--- src/rtl/iecdrv_sd_arbiter_if.sv ---
`default_nettype none
// ============================================================================
// Module      : iecdrv_sd_arbiter_if
// Description : Per-drive SD request ports and the shared host sector channel.
// Revision    : 1.0 - initial release
// ============================================================================
interface iecdrv_sd_arbiter_if #(
    parameter int NDR = 2
);
    logic [NDR-1:0][31:0] drv_lba;
    logic [NDR-1:0]       drv_rd;
    logic [NDR-1:0]       drv_wr;
    logic [NDR-1:0]       drv_ack;
    logic [NDR-1:0][7:0]  drv_buff_din;
    logic [31:0]          host_lba;
    logic                 host_rd;
    logic                 host_wr;
    logic                 host_ack;
    logic [7:0]           host_buff_din;
    logic                 busy;

    // Drive array and host side of the channel.
    modport master (
        output drv_lba, drv_rd, drv_wr, drv_buff_din, host_ack,
        input  drv_ack, host_lba, host_rd, host_wr, host_buff_din, busy
    );

    // Arbiter side.
    modport slave (
        input  drv_lba, drv_rd, drv_wr, drv_buff_din, host_ack,
        output drv_ack, host_lba, host_rd, host_wr, host_buff_din, busy
    );
endinterface
`default_nettype wire

--- src/rtl/iecdrv_sd_arbiter.sv ---
`default_nettype none
// ============================================================================
// Module      : iecdrv_sd_arbiter
// Description : Round-robin serialiser of per-drive SD sector requests onto
//               the single host sector channel.
// Revision    : 1.0 - initial release
// ============================================================================
module iecdrv_sd_arbiter #(
    parameter int NDR     = 2,
    parameter int TIMEOUT = 0
) (
    input  wire logic          clk,
    input  wire logic          reset,
    iecdrv_sd_arbiter_if.slave bus
);
    localparam int SELW = (NDR > 1) ? $clog2(NDR) : 1;
    localparam logic [SELW:0] c_ndr = (SELW + 1)'(NDR);

    typedef enum logic [1:0] {
        ST_IDLE = 2'd0,
        ST_REQ  = 2'd1,
        ST_XFER = 2'd2
    } state_t;

    state_t          r_state, w_state;
    logic [SELW-1:0] r_sel, w_sel;
    logic [SELW-1:0] r_rr_ptr, w_rr_ptr;
    logic [31:0]     r_host_lba, w_host_lba;
    logic            r_host_rd, w_host_rd;
    logic            r_host_wr, w_host_wr;
    logic [NDR-1:0]  r_drv_ack, w_drv_ack;
    logic [15:0]     r_tmo, w_tmo;

    logic            w_found;
    logic [SELW-1:0] w_pick;
    logic            w_pick_rd;
    logic [SELW:0]   w_cand;
    logic [SELW:0]   w_sel_inc;
    logic            w_sel_req;
    logic            w_tmo_hit;

    // Round-robin scan starting at r_rr_ptr; first requester wins.
    always_comb begin
        w_found   = 1'b0;
        w_pick    = '0;
        w_pick_rd = 1'b0;
        w_cand    = '0;
        for (int k = 0; k < NDR; k++) begin
            w_cand = {1'b0, r_rr_ptr} + (SELW + 1)'(k);
            if (w_cand >= c_ndr) begin
                w_cand = w_cand - c_ndr;
            end
            if (!w_found && (bus.drv_rd[w_cand[SELW-1:0]] || bus.drv_wr[w_cand[SELW-1:0]])) begin
                w_found   = 1'b1;
                w_pick    = w_cand[SELW-1:0];
                w_pick_rd = bus.drv_rd[w_cand[SELW-1:0]];
            end
        end
    end

    always_comb begin
        w_sel_inc = {1'b0, r_sel} + {{SELW{1'b0}}, 1'b1};
        if (w_sel_inc >= c_ndr) begin
            w_sel_inc = '0;
        end
    end

    assign w_sel_req = bus.drv_rd[r_sel] | bus.drv_wr[r_sel];
    assign w_tmo     = (r_state != ST_REQ) ? 16'd0 :
                       (r_tmo == 16'hFFFF) ? r_tmo : r_tmo + 16'd1;
    // Abort once the count of elapsed REQ cycles reaches TIMEOUT.
    assign w_tmo_hit = (TIMEOUT > 0) && ({16'd0, w_tmo} >= 32'(TIMEOUT));

    always_comb begin
        w_state    = r_state;
        w_sel      = r_sel;
        w_rr_ptr   = r_rr_ptr;
        w_host_lba = r_host_lba;
        w_host_rd  = r_host_rd;
        w_host_wr  = r_host_wr;
        w_drv_ack  = r_drv_ack;
        case (r_state)
            ST_IDLE: begin
                w_drv_ack = '0;
                w_host_rd = 1'b0;
                w_host_wr = 1'b0;
                if (w_found) begin
                    w_sel      = w_pick;
                    w_host_lba = bus.drv_lba[w_pick];
                    w_host_rd  = w_pick_rd;
                    w_host_wr  = !w_pick_rd;
                    w_state    = ST_REQ;
                end
            end
            ST_REQ: begin
                if (bus.host_ack) begin
                    w_host_rd        = 1'b0;
                    w_host_wr        = 1'b0;
                    w_drv_ack        = '0;
                    w_drv_ack[r_sel] = 1'b1;
                    w_state          = ST_XFER;
                end else if (!w_sel_req || w_tmo_hit) begin
                    w_host_rd = 1'b0;
                    w_host_wr = 1'b0;
                    w_state   = ST_IDLE;
                end
            end
            ST_XFER: begin
                if (!bus.host_ack) begin
                    w_drv_ack = '0;
                    w_rr_ptr  = w_sel_inc[SELW-1:0];
                    w_state   = ST_IDLE;
                end
            end
            default: begin
                w_drv_ack = '0;
                w_host_rd = 1'b0;
                w_host_wr = 1'b0;
                w_state   = ST_IDLE;
            end
        endcase
    end

    always_ff @(posedge clk) begin
        if (reset) begin
            r_state    <= ST_IDLE;
            r_sel      <= '0;
            r_rr_ptr   <= '0;
            r_host_lba <= '0;
            r_host_rd  <= 1'b0;
            r_host_wr  <= 1'b0;
            r_drv_ack  <= '0;
            r_tmo      <= '0;
        end else begin
            r_state    <= w_state;
            r_sel      <= w_sel;
            r_rr_ptr   <= w_rr_ptr;
            r_host_lba <= w_host_lba;
            r_host_rd  <= w_host_rd;
            r_host_wr  <= w_host_wr;
            r_drv_ack  <= w_drv_ack;
            r_tmo      <= w_tmo;
        end
    end

    assign bus.drv_ack       = r_drv_ack;
    assign bus.host_lba      = r_host_lba;
    assign bus.host_rd       = r_host_rd;
    assign bus.host_wr       = r_host_wr;
    assign bus.busy          = (r_state != ST_IDLE);
    assign bus.host_buff_din = bus.drv_buff_din[r_sel];
endmodule
`default_nettype wire

--- src/flat_wrapper.sv ---
// flat-port wrapper written by rule: the top's interface ports become plain ports
module iecdrv_sd_arbiter_flat 
#(
    parameter int NDR     = 2,
    parameter int TIMEOUT = 0
)
  (clk, reset, bus_drv_lba, bus_drv_rd, bus_drv_wr, bus_drv_buff_din, bus_host_ack, bus_drv_ack, bus_host_lba, bus_host_rd, bus_host_wr, bus_host_buff_din, bus_busy);
  iecdrv_sd_arbiter_if #(.NDR(NDR)) bus_i ();
  input  wire logic clk;
  input  wire logic reset;
  input wire logic [$bits(bus_i.drv_lba)-1:0] bus_drv_lba;
  input wire logic [$bits(bus_i.drv_rd)-1:0] bus_drv_rd;
  input wire logic [$bits(bus_i.drv_wr)-1:0] bus_drv_wr;
  input wire logic [$bits(bus_i.drv_buff_din)-1:0] bus_drv_buff_din;
  input wire logic [$bits(bus_i.host_ack)-1:0] bus_host_ack;
  output wire logic [$bits(bus_i.drv_ack)-1:0] bus_drv_ack;
  output wire logic [$bits(bus_i.host_lba)-1:0] bus_host_lba;
  output wire logic [$bits(bus_i.host_rd)-1:0] bus_host_rd;
  output wire logic [$bits(bus_i.host_wr)-1:0] bus_host_wr;
  output wire logic [$bits(bus_i.host_buff_din)-1:0] bus_host_buff_din;
  output wire logic [$bits(bus_i.busy)-1:0] bus_busy;
  assign bus_i.drv_lba = bus_drv_lba;
  assign bus_i.drv_rd = bus_drv_rd;
  assign bus_i.drv_wr = bus_drv_wr;
  assign bus_i.drv_buff_din = bus_drv_buff_din;
  assign bus_i.host_ack = bus_host_ack;
  assign bus_drv_ack = bus_i.drv_ack;
  assign bus_host_lba = bus_i.host_lba;
  assign bus_host_rd = bus_i.host_rd;
  assign bus_host_wr = bus_i.host_wr;
  assign bus_host_buff_din = bus_i.host_buff_din;
  assign bus_busy = bus_i.busy;
  iecdrv_sd_arbiter #(.NDR(NDR), .TIMEOUT(TIMEOUT)) u_core (.clk(clk), .reset(reset), .bus(bus_i));
endmodule
--- config.mk ---
export PLATFORM = sky130hd
export DESIGN_NAME = iecdrv_sd_arbiter_flat
export DESIGN_NICKNAME = d
export VERILOG_FILES = /design/src/rtl/iecdrv_sd_arbiter_if.sv /design/src/rtl/iecdrv_sd_arbiter.sv /design/src/flat_wrapper.sv
export SDC_FILE = /design/constraint.sdc
export NUM_CORES = 1
export LEC_CHECK = 0
export CAP_MARGIN = 20
export CORE_AREA = 2 2 77 86
export CTS_CLUSTER_DIAMETER = 80
export DETAILED_ROUTE_END_ITERATION = 10
export DIE_AREA = 0 0 79 88
export PLACE_DENSITY = 0.79
export SLEW_MARGIN = 10
export SYNTH_ARGS = -nofsm -noshare
export SYNTH_HDL_FRONTEND = slang
export SYNTH_SLANG_ARGS = --single-unit
--- constraint.sdc ---
create_clock -name clk -period 1.99 [get_ports clk]
set_input_delay 0.398 -clock clk [delete_from_list [all_inputs] [get_ports clk]]
set_output_delay 0.398 -clock clk [all_outputs]
set_load 0.01 [all_outputs]
Word-level counts from Yosys, hierarchy flattened
Index checks and enable logic that the tools add are counted.
{"block": "word_totals", "regBits": 40, "latchBits": 0, "ramBits": 0, "romBits": 0, "inputBits": 87, "output_inout_bits": 45, "elab_cells": 81, "memories": 0}
{"block": "op_classes", "n_addsub": 4, "n_mul": 0, "n_div": 0, "order_cmp": 8, "eq_ne": 6, "shifts": 0, "n_mux": 40, "n_bitwise": 3, "n_reduce_logical": 13}
{"cell": "32-bit two-way mux", "count": 2}
{"cell": "1-bit two-way mux", "count": 26}
{"cell": "8-bit two-way mux", "count": 2}
{"cell": "2-bit two-way mux", "count": 5}
{"cell": "1-bit by 2-bit less-than comparator with 1-bit output (second input constant)", "count": 4}
{"cell": "2-bit AND reduction", "count": 4}
{"cell": "1-bit case mux with 3 select lines", "count": 2}
{"cell": "2-bit case mux with 3 select lines", "count": 1}
{"cell": "1-bit by 1-bit adder with 2-bit output (second input constant)", "count": 2}
{"cell": "2-bit greater-or-equal comparator (second input constant)", "count": 2}
{"cell": "2-bit != test (second input constant)", "count": 2}
{"cell": "2-bit case mux with 2 select lines", "count": 1}
{"cell": "3-bit != test (second input constant)", "count": 1}
{"cell": "3-bit AND reduction", "count": 1}
{"cell": "2-bit by 1-bit equality test with 1-bit output (second input constant)", "count": 1}
{"cell": "2-bit equality test (second input constant)", "count": 1}
{"cell": "1-bit by 2-bit greater-or-equal comparator with 1-bit output (second input constant)", "count": 1}
{"cell": "1-bit logical AND", "count": 2}
{"cell": "1-bit zero test", "count": 2}
{"cell": "2-bit zero test", "count": 1}
{"cell": "1-bit logical OR", "count": 2}
{"cell": "2-bit by 1-bit != test with 1-bit output (second input constant)", "count": 1}
{"cell": "1-bit NOT", "count": 2}
{"cell": "2-bit nonzero test", "count": 1}
{"cell": "other kinds (4)", "count": 5}

Logic depth before layout (Yosys ltp)
Gate-level depths: netlist (run 1).
{"block": "depth", "ltp_word": 12, "ltp_mapped": 6, "ltp_nobuf": 4}

Least setup slack after synthesis (run 1)
No wires, ideal clock.
{"block": "synth_timing", "path_kind": "in2reg", "from": "in bus_drv_rd[1]", "to": "reg u_core.r_state[0]", "setup_time_ns": 0.115, "arrival_ns": 1.646, "required_ns": 1.875, "path_slack_ns": 0.229, "path_stages": 6, "cell_sequence": "or4_1 > buf_2 > and2_1 > buf_6 > buf_6 > o21a_1"}
{"block": "synth_via", "elab_chain_len": 9}
{"element": "from (decl)", "line_no": "flat_wrapper.sv:12", "text": "input wire logic [$bits(bus_i.drv_rd)-1:0] bus_drv_rd;"}
{"element": "1-bit two-way mux (not written as such) (2 in a row)", "line_no": "iecdrv_sd_arbiter.sv:53", "text": "if (!w_found && (bus.drv_rd[w_cand[SELW-1:0]] || bus.drv_wr[w_cand[SELW-1:0]])) begin"}
{"element": "1-bit logical OR", "line_no": "iecdrv_sd_arbiter.sv:53"}
{"element": "1-bit two-way mux", "line_no": "iecdrv_sd_arbiter.sv:53"}
{"element": "1-bit zero test", "line_no": "iecdrv_sd_arbiter.sv:53"}
{"element": "1-bit logical AND", "line_no": "iecdrv_sd_arbiter.sv:53"}
{"element": "1-bit two-way mux", "line_no": "iecdrv_sd_arbiter.sv:53"}
{"element": "2-bit by 1-bit != test with 1-bit output (no source line)"}
{"element": "3-bit AND reduction (no source line) (*)"}
{"element": "to (signal assigned)", "line_no": "iecdrv_sd_arbiter.sv:135", "text": "r_state <= w_state;"}
{"element": "to (decl)", "line_no": "iecdrv_sd_arbiter.sv:25", "text": "state_t r_state, w_state;"}
Mark *: on every way between the ends. The rest lies on a longest branch, timed or not. The select of a mux whose other input is x is not followed.
A chain may end at the register's enable or synchronous reset.

Final worst setup path (run 1)
{"block": "layout_timing", "from": "in bus_drv_rd[1]", "to": "reg u_core.r_host_lba[20], in the netlist u_core.bus.host_lba[20]"}
{"block": "layout_via", "elab_chain_len": 9}
{"element": "1-bit two-way mux (not written as such) (2 in a row)", "line_no": "iecdrv_sd_arbiter.sv:53"}
{"element": "1-bit logical OR", "line_no": "iecdrv_sd_arbiter.sv:53"}
{"element": "1-bit two-way mux", "line_no": "iecdrv_sd_arbiter.sv:53"}
{"element": "1-bit zero test", "line_no": "iecdrv_sd_arbiter.sv:53"}
{"element": "1-bit logical AND", "line_no": "iecdrv_sd_arbiter.sv:53"}
{"element": "1-bit two-way mux", "line_no": "iecdrv_sd_arbiter.sv:53"}
{"element": "32-bit two-way mux (not written as such) (2 in a row)", "line_no": "iecdrv_sd_arbiter.sv:89", "text": "w_host_lba = bus.drv_lba[w_pick];"}
{"element": "to (signal assigned)", "line_no": "iecdrv_sd_arbiter.sv:138", "text": "r_host_lba <= w_host_lba;"}
{"element": "to (decl)", "line_no": "iecdrv_sd_arbiter.sv:28", "text": "logic [31:0] r_host_lba, w_host_lba;"}
Parallel ways exist; a longest one is shown, timed or not. The select of a mux whose other input is x is not followed.

==> impl_metrics.tcl, run 1 <==
set metrics [dict create \
    status "complete, no violations" \
    r2r_slack_ns 0.42 \
    syn_to_final_growth_pct 70.7 \
    vias 2463 \
    syn_nets 334 \
    clk_latency_ns 0.28 \
    power.density_mw_per_mm2 638 \
    grt_max_degree 37 \
    yosys_warnings 0 \
    hp-class "reg -> reg" \
    setup_viol 0 \
    dpl.cell_count 445 \
    muxShareOfSynthArea 0.0403 \
    final_cells 452 \
    gp_congestion 0.725 \
    synth_ff_type "dfxtp_1" \
    met1_usage 0.204 \
    clk_root_buffer_cell "clkbuf_8" \
    htree_levels 2 \
    hp-start "u_core.bus.drv_ack[1]" \
    antenna_left 0 \
    cts_setup_buffers 0 \
    antenna_found_initial 0 \
    yosysUniqueCellTypes 37 \
    finalClockSkew_ns 0.00446 \
    grt_first_pass_wirelength_um 11000 \
    cts_buffers 5 \
    first_pass_iters 4 \
    cts_tree "built" \
    synth-edff-count 0 \
    hold_path_depth 2 \
    die_area_sq_mm 0.00695 \
    drive_gt1_frac 0.185 \
    ys_seq_area_frac 0.358 \
    cp-start-kind "input pin" \
    drc 0 \
    synth_top_family_by_area "compound AO/OA/AOI/OAI gates" \
    clkTransAtPathRegs_ns 0.07 \
    yosys.area_share.simple 0.129 \
    vdd_ir_drop_max_mv 0.319 \
    io_pins 132 \
    avgViaCountPerCell 5.45 \
    layout_commonest_cell "clkdlybuf4s50_1" \
    coreArea_sq_mm 0.00608 \
    cts_hold_buf 0 \
    routedWlPerCell_um 16.1 \
    path_max_fanout 17 \
    synthXorXnorAreaFrac 0 \
    totalPowerFinal_mw 2.43 \
    timing.rr.start "u_core.r_state[0]" \
    gr-usage-met2 0.381 \
    netlist_area_sq_mm 0.00223 \
    layout.nets 459 \
    holdPathEnd "u_core.bus.drv_ack[1]" \
    final_util 0.627 \
    path_class "in -> reg" \
    drv_cap 0 \
    mostFrequentLayoutCells "122 x clkdlybuf4s50_1, 39 x dfxtp_1, 35 x nand3_1, 35 x a21oi_1, 33 x o21ai_0" \
    start_util 0.367 \
    drv_slew 0 \
    crit_path_end_kind "flip-flop" \
    fp.dieW_um 79 \
    synth_compound_area_frac 0.404 \
    drt_iter0_drc 80 \
    drt-total-wl_um 7280 \
    synth_cells 247 \
    finalHoldViolCount 0 \
    antenna_cells 0 \
    slew_headroom 0.572 \
    port_buffers 131 \
    syn_avg_cell_area_sq_um 9.05 \
    timing.final.crit_share 0.924 \
    grt-ovfl-total 0 \
    die_h_um 88 \
    clockBufferDepth 2 \
    grt_pass1_vias 2475 \
    clock_sinks 40 \
    rsz0062_at_grt "no" \
    tightest_slew_ns 0.642 \
    met3_usage 0.0567 \
    gr-usage-all-layers 0.198 \
    r2r-end "u_core.bus.host_lba[18]" \
    dpl.hpwl_um 5110 \
    yosys_register_bits 40 \
    p_leak_nw 1.37 \
    hold_slack_ns 0.476 \
    crit_arrival_ns 2.03 \
    finalSetupTns_ns 0 \
    worstPathRequired_ns 2.18 \
    r2r_cells 5 \
    period_needed_ns 1.84 \
    async_flop_share 0 \
    row_count 30 \
    synth_fa_ha_area_frac 0 \
    max_freq_mhz 544 \
    postCtsResizedCells 2 \
    grt-busiest-layer "met2" \
]
-- worst max-delay path by stage --
stage,from,endpoint,cells past startpoint
finish,bus_drv_rd[1],u_core.bus.host_lba[20],5
global route,u_core.r_state[0],bus_busy,3
CTS,u_core.r_sel,bus_host_buff_din[6],2
detailed placement,bus_drv_rd[1],u_core.bus.host_lba[21],5
global placement,bus_drv_rd[1],u_core.bus.host_lba[20],5
floorplan,bus_drv_rd[1],u_core.r_state[0],6
-- layer usage --
layer | routed length, um | vias up
met5 | 0 | -
met4 | 67 | 0
met3 | 631 | 6
met2 | 3830 | 107
met1 | 2750 | 1146
li1 | - | 1204
-- power breakdown --
group          internal, mW  leakage (nW)  switching, mW
combinational         0.517         0.989          0.385
clock                 0.309        0.0503          0.268
sequential            0.894         0.333         0.0600
total                  1.72          1.37          0.713
-- registers in the layout, summed over array words and instances (netlist names) --
name                 cells
u_core.bus.drv_ack       2
u_core.bus.host_lba     32
u_core.bus.host_rd       1
u_core.bus.host_wr       1
u_core.r_rr_ptr          1
u_core.r_sel             1
u_core.r_state           2
-- cell families (layout without fill, tap and decap cells) --
logic type             Yosys count  count (layout)
buffers and inverters           32             157
AO/OA/AOI/OAI                  113             113
flip-flops                      40              40
AND/OR/NAND/NOR                 54              54
multiplexers                     8               8
-- synthesized netlist by cell type (3+ instances only) --
library cell / instances / area, sq um
dfxtp_1: 40 / 801
a21oi_1: 35 / 175
nand3_1: 35 / 175
o21ai_0: 33 / 165
a311oi_2: 29 / 435
clkbuf_1: 23 / 86.3
mux2_2: 8 / 90.1
buf_6: 4 / 45.0
a311oi_1: 3 / 26.3
inv_1: 3 / 11.3
nor2_1: 3 / 11.3
-- worst max-delay path: stages --
cell and delay, ns:
clkdlybuf4s50_1 0.41, or4_1 0.56, and2_2 0.27, buf_12 0.17
a311oi_1 0.22
-- metrics by stage --
step | area (sq um) | worst slack, ns
after detailed placement | 3690 | -0.150
final | 3810 | 0.151
after CTS | 3790 | 0.00125
after floorplan | 2230 | 0.229
after global routing | 3810 | 0.0963
after global placement | 3690 | -0.0975
-- layout make-up --
type | count | area [sq um]
inverters | 3 | 11.3
repair buffers | 147 | 1510
well taps | 80 | 100
fillers | 530 | 2270
clock buffers | 7 | 96.3
multi-input cells | 175 | 1290
flip-flops and latches | 40 | 805
No activity file was read; power rests on OpenSTA's default activity.
==> run 2: changes to the inputs <==
--- a/config.mk
+++ b/config.mk
@@ -6,10 +6,10 @@
 export NUM_CORES = 1
 export LEC_CHECK = 0
 export CAP_MARGIN = 20
-export CORE_AREA = 2 2 77 86
+export CORE_AREA = 4 4 79 88
 export CTS_CLUSTER_DIAMETER = 80
 export DETAILED_ROUTE_END_ITERATION = 10
-export DIE_AREA = 0 0 79 88
+export DIE_AREA = 0 0 83 92
 export PLACE_DENSITY = 0.79
 export SLEW_MARGIN = 10
 export SYNTH_ARGS = -nofsm -noshare
==> run 2 against run 1 <==
Effect of this change:
- via count is 1.5% higher
- clock power is 13% higher
- cell count up 0.44%
- critical endpoint is now bus_host_buff_din[2]
- utilization rose by 0.27 points
- worst setup slack worse by 0.10 ns
- largest power group unchanged
- wire length is 7.2% higher
- sequential share of layout area shrank 0.090 points
==> impl_metrics.tcl, run 2 (same netlist as run 1, synthesis figures left out) <==
set metrics [dict create \
    slew_headroom 0.570 \
    final_cells 454 \
    layout_commonest_cell "clkdlybuf4s50_1" \
    crit_arrival_ns 1.54 \
    cts_hold_buf 0 \
    met1Wirelength_um 3080 \
    drv_slew 0 \
    wl_met2_um 4180 \
    final_cell_area_sq_mm 0.00383 \
    r2r-end "u_core.bus.host_lba[0]" \
    crit_path_end_kind "output pin" \
    timing.rr.start "u_core.r_state[0]" \
    grt_max_degree 37 \
    start_util 0.367 \
    mostFrequentLayoutCells "123 x clkdlybuf4s50_1, 39 x dfxtp_1, 35 x nand3_1, 35 x a21oi_1, 33 x o21ai_0" \
    finalHoldViolCount 0 \
    status "complete, no violations" \
    grt-ovfl-total 0 \
    place_area_sq_mm 0.00369 \
    hold_slack_ns 0.460 \
    vias 2501 \
    r2r_cells 5 \
    hp-class "in -> reg" \
    hp-start "reset" \
    layout.nets 460 \
    cts_buffers 5 \
    totalPowerFinal_mw 2.52 \
    dr.max_layer_used "met4" \
    drive_gt1_frac 0.187 \
    finalClockSkew_ns 0.00421 \
    crit_buf_inv 2 \
    drt-total-wl_um 7800 \
    grt_pass1_vias 2654 \
    avgViaCountPerCell 5.51 \
    fp.dieW_um 83 \
    path_max_fanout 1 \
    antenna_left 0 \
    r2r_slack_ns 0.35 \
    tightest_slew_ns 0.644 \
    gr-usage-all-layers 0.201 \
    row_count 30 \
    die_h_um 92 \
    largest_reg_flops 32 \
    port_buffers 131 \
    clk_latency_ns 0.28 \
    dpl.hpwl_um 5710 \
    rsz0062_at_grt "no" \
    routedWlPerCell_um 17.2 \
    coreArea_sq_mm 0.00608 \
    clock_sinks 40 \
    antenna_found_initial 0 \
    power.density_mw_per_mm2 659 \
    max_freq_mhz 515 \
    dpl.cell_count 445 \
    cp-start-kind "input pin" \
    p_leak_nw 1.37 \
    critPathMaxStageDelay_ns 0.47 \
    period_needed_ns 1.94 \
    setup_viol 0 \
    clkTransAtPathRegs_ns 0.07 \
    wl_met3_um 471 \
    crit_family "buffers and inverters" \
    finalSetupTns_ns 0 \
    grt_first_pass_wirelength_um 12800 \
    syn_to_final_growth_pct 71.4 \
    hold_path_depth 3 \
    clockBufferDepth 2 \
    timing.final.crit_share 0.976 \
    worstPathRequired_ns 1.59 \
    vdd_ir_drop_max_mv 0.323 \
    cts_tree "built" \
    cp_common_cell "clkdlybuf4s50_1" \
    drt_iter0_drc 120 \
    drc 0 \
    crit_chain "clkdlybuf4s50_1 > mux2_2 > clkdlybuf4s50_1" \
    io_pins 132 \
    antenna_cells 0 \
    htree_levels 2 \
    clk_root_buffer_cell "clkbuf_8" \
    critPathSlowestCell "clkdlybuf4s50_1" \
    die_area_sq_mm 0.00764 \
    holdPathEnd "u_core.r_sel" \
    first_pass_iters 4 \
    gp_congestion 0.775 \
    path_class "in -> out" \
    drv_cap 0 \
]
## run 2: changes by cell type in the layout (fill, tap and decap cells not counted), sizes merged
cell           change
clkdlybuf4s50      +1
clkinv             +1
clkbuf             -1
buf                +1
bufinv             +1
dlymetal6s2s       -1
## run 2: worst max path at each step
stage,end,depth (start not counted),slack (ns),start
3_5_place_dp,u_core.bus.host_lba[23],5,-0.15,bus_drv_rd[1]
2_1_floorplan,u_core.r_state[0],6,0.23,bus_drv_rd[1]
4_1_cts,bus_host_buff_din[3],2,0.006,u_core.r_sel
5_1_grt,bus_host_buff_din[2],2,0.01,u_core.r_sel
6_report,bus_host_buff_din[2],3,0.05,bus_drv_buff_din[2]
3_3_place_gp,u_core.bus.host_lba[22],5,-0.10,bus_drv_rd[1]
## run 2: timing repair
action                                  in CTS  in global routing
setup buffers                                1                  0
gates cloned                                 0                  0
pin swaps                                    0                  0
endpoints found under the setup margin       8                  7
gates resized for setup                      2                  7
## run 2: area by class of cell
cell class	instances	area (sq um)
Multi-Input combinational cell	175	1290
Fill cell	548	2250
Clock buffer	6	72.6
Clock inverter	2	35.0
Timing Repair Buffer	148	1510
Tap cell	80	100
Inverter	3	11.3
Sequential cell	40	805
## run 2: through the flow
step	setup slack, ns	util
6_report	0.0487	0.630
5_1_grt	0.0117	0.630
4_1_cts	0.00606	0.627
3_5_place_dp	-0.147	0.607
3_3_place_gp	-0.103	0.607
2_1_floorplan	0.229	-
## run 2: metal layers
metal,GRT usage,vias to the layer above
met1,0.220,1197
met4,0.0490,0
met5,0,-
met3,0.0548,6
li1,-,1205
met2,0.379,93
## run 2: power by group
group	leakage (nW)	switching [mW]	internal (mW)
combinational	0.986	0.398	0.521
sequential	0.333	0.0594	0.894
clock	0.0552	0.279	0.372
## run 2: worst register-to-register path: cells and delay by family, from the launching register on
| family | cells | cell delay, ns |
|---|---|---|
| AO/OA/AOI/OAI | 1 | 0.11 |
| buffers and inverters | 2 | 0.57 |
| flip-flops | 1 | 0.37 |
| AND/OR/NAND/NOR | 2 | 0.47 |
==> run 3: changes to the inputs <==
--- a/config.mk
+++ b/config.mk
@@ -10,7 +10,7 @@
 export CTS_CLUSTER_DIAMETER = 80
 export DETAILED_ROUTE_END_ITERATION = 10
 export DIE_AREA = 0 0 83 92
-export PLACE_DENSITY = 0.79
+export PLACE_DENSITY = 0.86
 export SLEW_MARGIN = 10
 export SYNTH_ARGS = -nofsm -noshare
 export SYNTH_HDL_FRONTEND = slang
==> run 3 against run 2 <==
Effect of this change:
- first-iteration DRC count fell by 28%
- wire length fell by 1.2%
- clock-buffer cell count rose by 2
- clock skew rose by 0.0058 ns
- global-route usage fell by 0.79 points
- maximum frequency fell by 0.29%
- final area fell by 1.1%
- worst setup slack got worse by 0.0056 ns
- non-clock buffer count rose by 1
- power fell by 4.1%
- critical path type is now reg -> out
- critical endpoint is now bus_host_buff_din[3]
==> impl_metrics.tcl, run 3 (same netlist as run 1, synthesis figures left out) <==
set metrics [dict create \
    status "complete, no violations" \
    r2r_cells 4 \
    mostFrequentLayoutCells "126 x clkdlybuf4s50_1, 39 x dfxtp_1, 35 x nand3_1, 35 x a21oi_1, 33 x o21ai_0" \
    coreArea_sq_mm 0.00608 \
    drv_cap 0 \
    grt-ovfl-total 0 \
    routedWlPerCell_um 16.9 \
    clock_sinks 40 \
    critPathSlowestCell "clkdlybuf4s50_1" \
    layout_commonest_cell "clkdlybuf4s50_1" \
    r2r-end "u_core.bus.host_wr" \
    crit_path_end_kind "output pin" \
    met3_usage 0.0512 \
    rsz0062_at_grt "no" \
    clkTransAtPathRegs_ns 0.08 \
    drt_iter0_drc 87 \
    hold_path_depth 2 \
    grt_max_degree 37 \
    row_count 30 \
    finalHoldViolCount 0 \
    largest_reg_flops 32 \
    path_class "reg -> out" \
    gp_congestion 0.816 \
    cts_buffers 5 \
    antenna_cells 0 \
    critPathMaxStageDelay_ns 0.48 \
    final_util 0.623 \
    vdd_ir_drop_max_mv 0.380 \
    worstPathRequired_ns 1.59 \
    antenna_found_initial 0 \
    p_leak_nw 1.33 \
    crit_family "buffers and inverters" \
    dpl.hpwl_um 5650 \
    path_max_fanout 9 \
    htree_levels 2 \
    grt_first_pass_wirelength_um 12100 \
    cp-start-kind "flip-flop" \
    place_ws_ns -0.148 \
    timing.rr.start "u_core.r_sel" \
    crit_buf_inv 1 \
    gr-usage-met2 0.349 \
    crit_end "bus_host_buff_din[3]" \
    setup_slack_ns 0.0431 \
    hold_slack_ns 0.368 \
    die_h_um 92 \
    slew_headroom 0.580 \
    start_util 0.367 \
    drc 0 \
    startpoint "u_core.r_sel" \
    r2r_slack_ns 0.35 \
    drt-total-wl_um 7700 \
    layout.nets 461 \
    finalSetupTns_ns 0 \
    die_area_sq_mm 0.00764 \
    first_pass_iters 4 \
    gr-usage-all-layers 0.193 \
    drv_slew 0 \
    avgViaCountPerCell 5.52 \
    period_needed_ns 1.95 \
    vias 2511 \
    timing.final.crit_share 0.978 \
    fp.dieW_um 83 \
    finalClockSkew_ns 0.0100 \
    drive_gt1_frac 0.187 \
    power.density_mw_per_mm2 639 \
    dpl.cell_count 447 \
    crit_arrival_ns 1.55 \
    final_cells 455 \
    cts_tree "built" \
    tightest_slew_ns 0.630 \
    port_buffers 131 \
    grt_pass1_vias 2489 \
    crit_cells 2 \
    hp-class "in -> reg" \
    antenna_left 0 \
    crit_chain "mux2_2 > clkdlybuf4s50_1" \
    max_freq_mhz 514 \
    cts_hold_buf 0 \
    syn_to_final_growth_pct 69.5 \
    io_pins 132 \
    setup_viol 0 \
    clockBufferDepth 2 \
    clk_root_buffer_cell "clkbuf_8" \
    clk_latency_ns 0.29 \
    fill_cells 531 \
    grt-busiest-layer "met2" \
    met1_usage 0.213 \
]
## run 3: what timing repair did
action | CTS | global route
buffers inserted | 0 | 0
setup endpoints to repair | 8 | 4
resized for setup | 2 | 4
## run 3: stage by stage
stage	cell area [sq um]	total power, mW
floorplan	2230	1.40
global route	3790	2.54
global placement	3680	1.86
finish	3790	2.42
detailed placement	3680	1.88
CTS	3780	2.44
## run 3: cell type report
type | count | area (sq um) | area share
Timing Repair Buffer | 149 | 1490 | 0.393
Multi-Input combinational cell | 175 | 1290 | 0.341
Sequential cell | 40 | 805 | 0.212
Tap cell | 80 | 100 | 0.0264
Clock buffer | 8 | 90.1 | 0.0238
Inverter | 3 | 11.3 | 0.00297
## run 3: worst min-delay path by stage
stage	from	endpoint	slack, ns
after floorplan	u_core.bus.host_wr	u_core.bus.host_wr	0.49
after global placement	u_core.bus.drv_ack[1]	u_core.bus.drv_ack[1]	0.46
after detailed placement	u_core.bus.drv_ack[0]	u_core.bus.drv_ack[0]	0.48
after CTS	reset	u_core.bus.drv_ack[1]	0.36
after global routing	reset	u_core.bus.host_rd	0.40
final	reset	u_core.bus.drv_ack[1]	0.37
## run 3: worst register-to-register path, cell delays in order, from the launching register on
cell     delay (ns)
dfxtp_4        0.43
buf_4          0.16
or3b_2         0.46
and3_1         0.19
o32ai_1        0.30
## run 3: metal layers
metal	part of all wire	wire (um)
met1	0.38	2930
met2	0.53	4060
met3	0.072	553
met4	0.021	163
met5	0	0
## run 3: power breakdown
group          internal [mW]  switching [mW]  leakage [nW]
Clock                  0.283           0.277        0.0455
Sequential             0.894          0.0581         0.333
Combinational          0.516           0.391         0.954
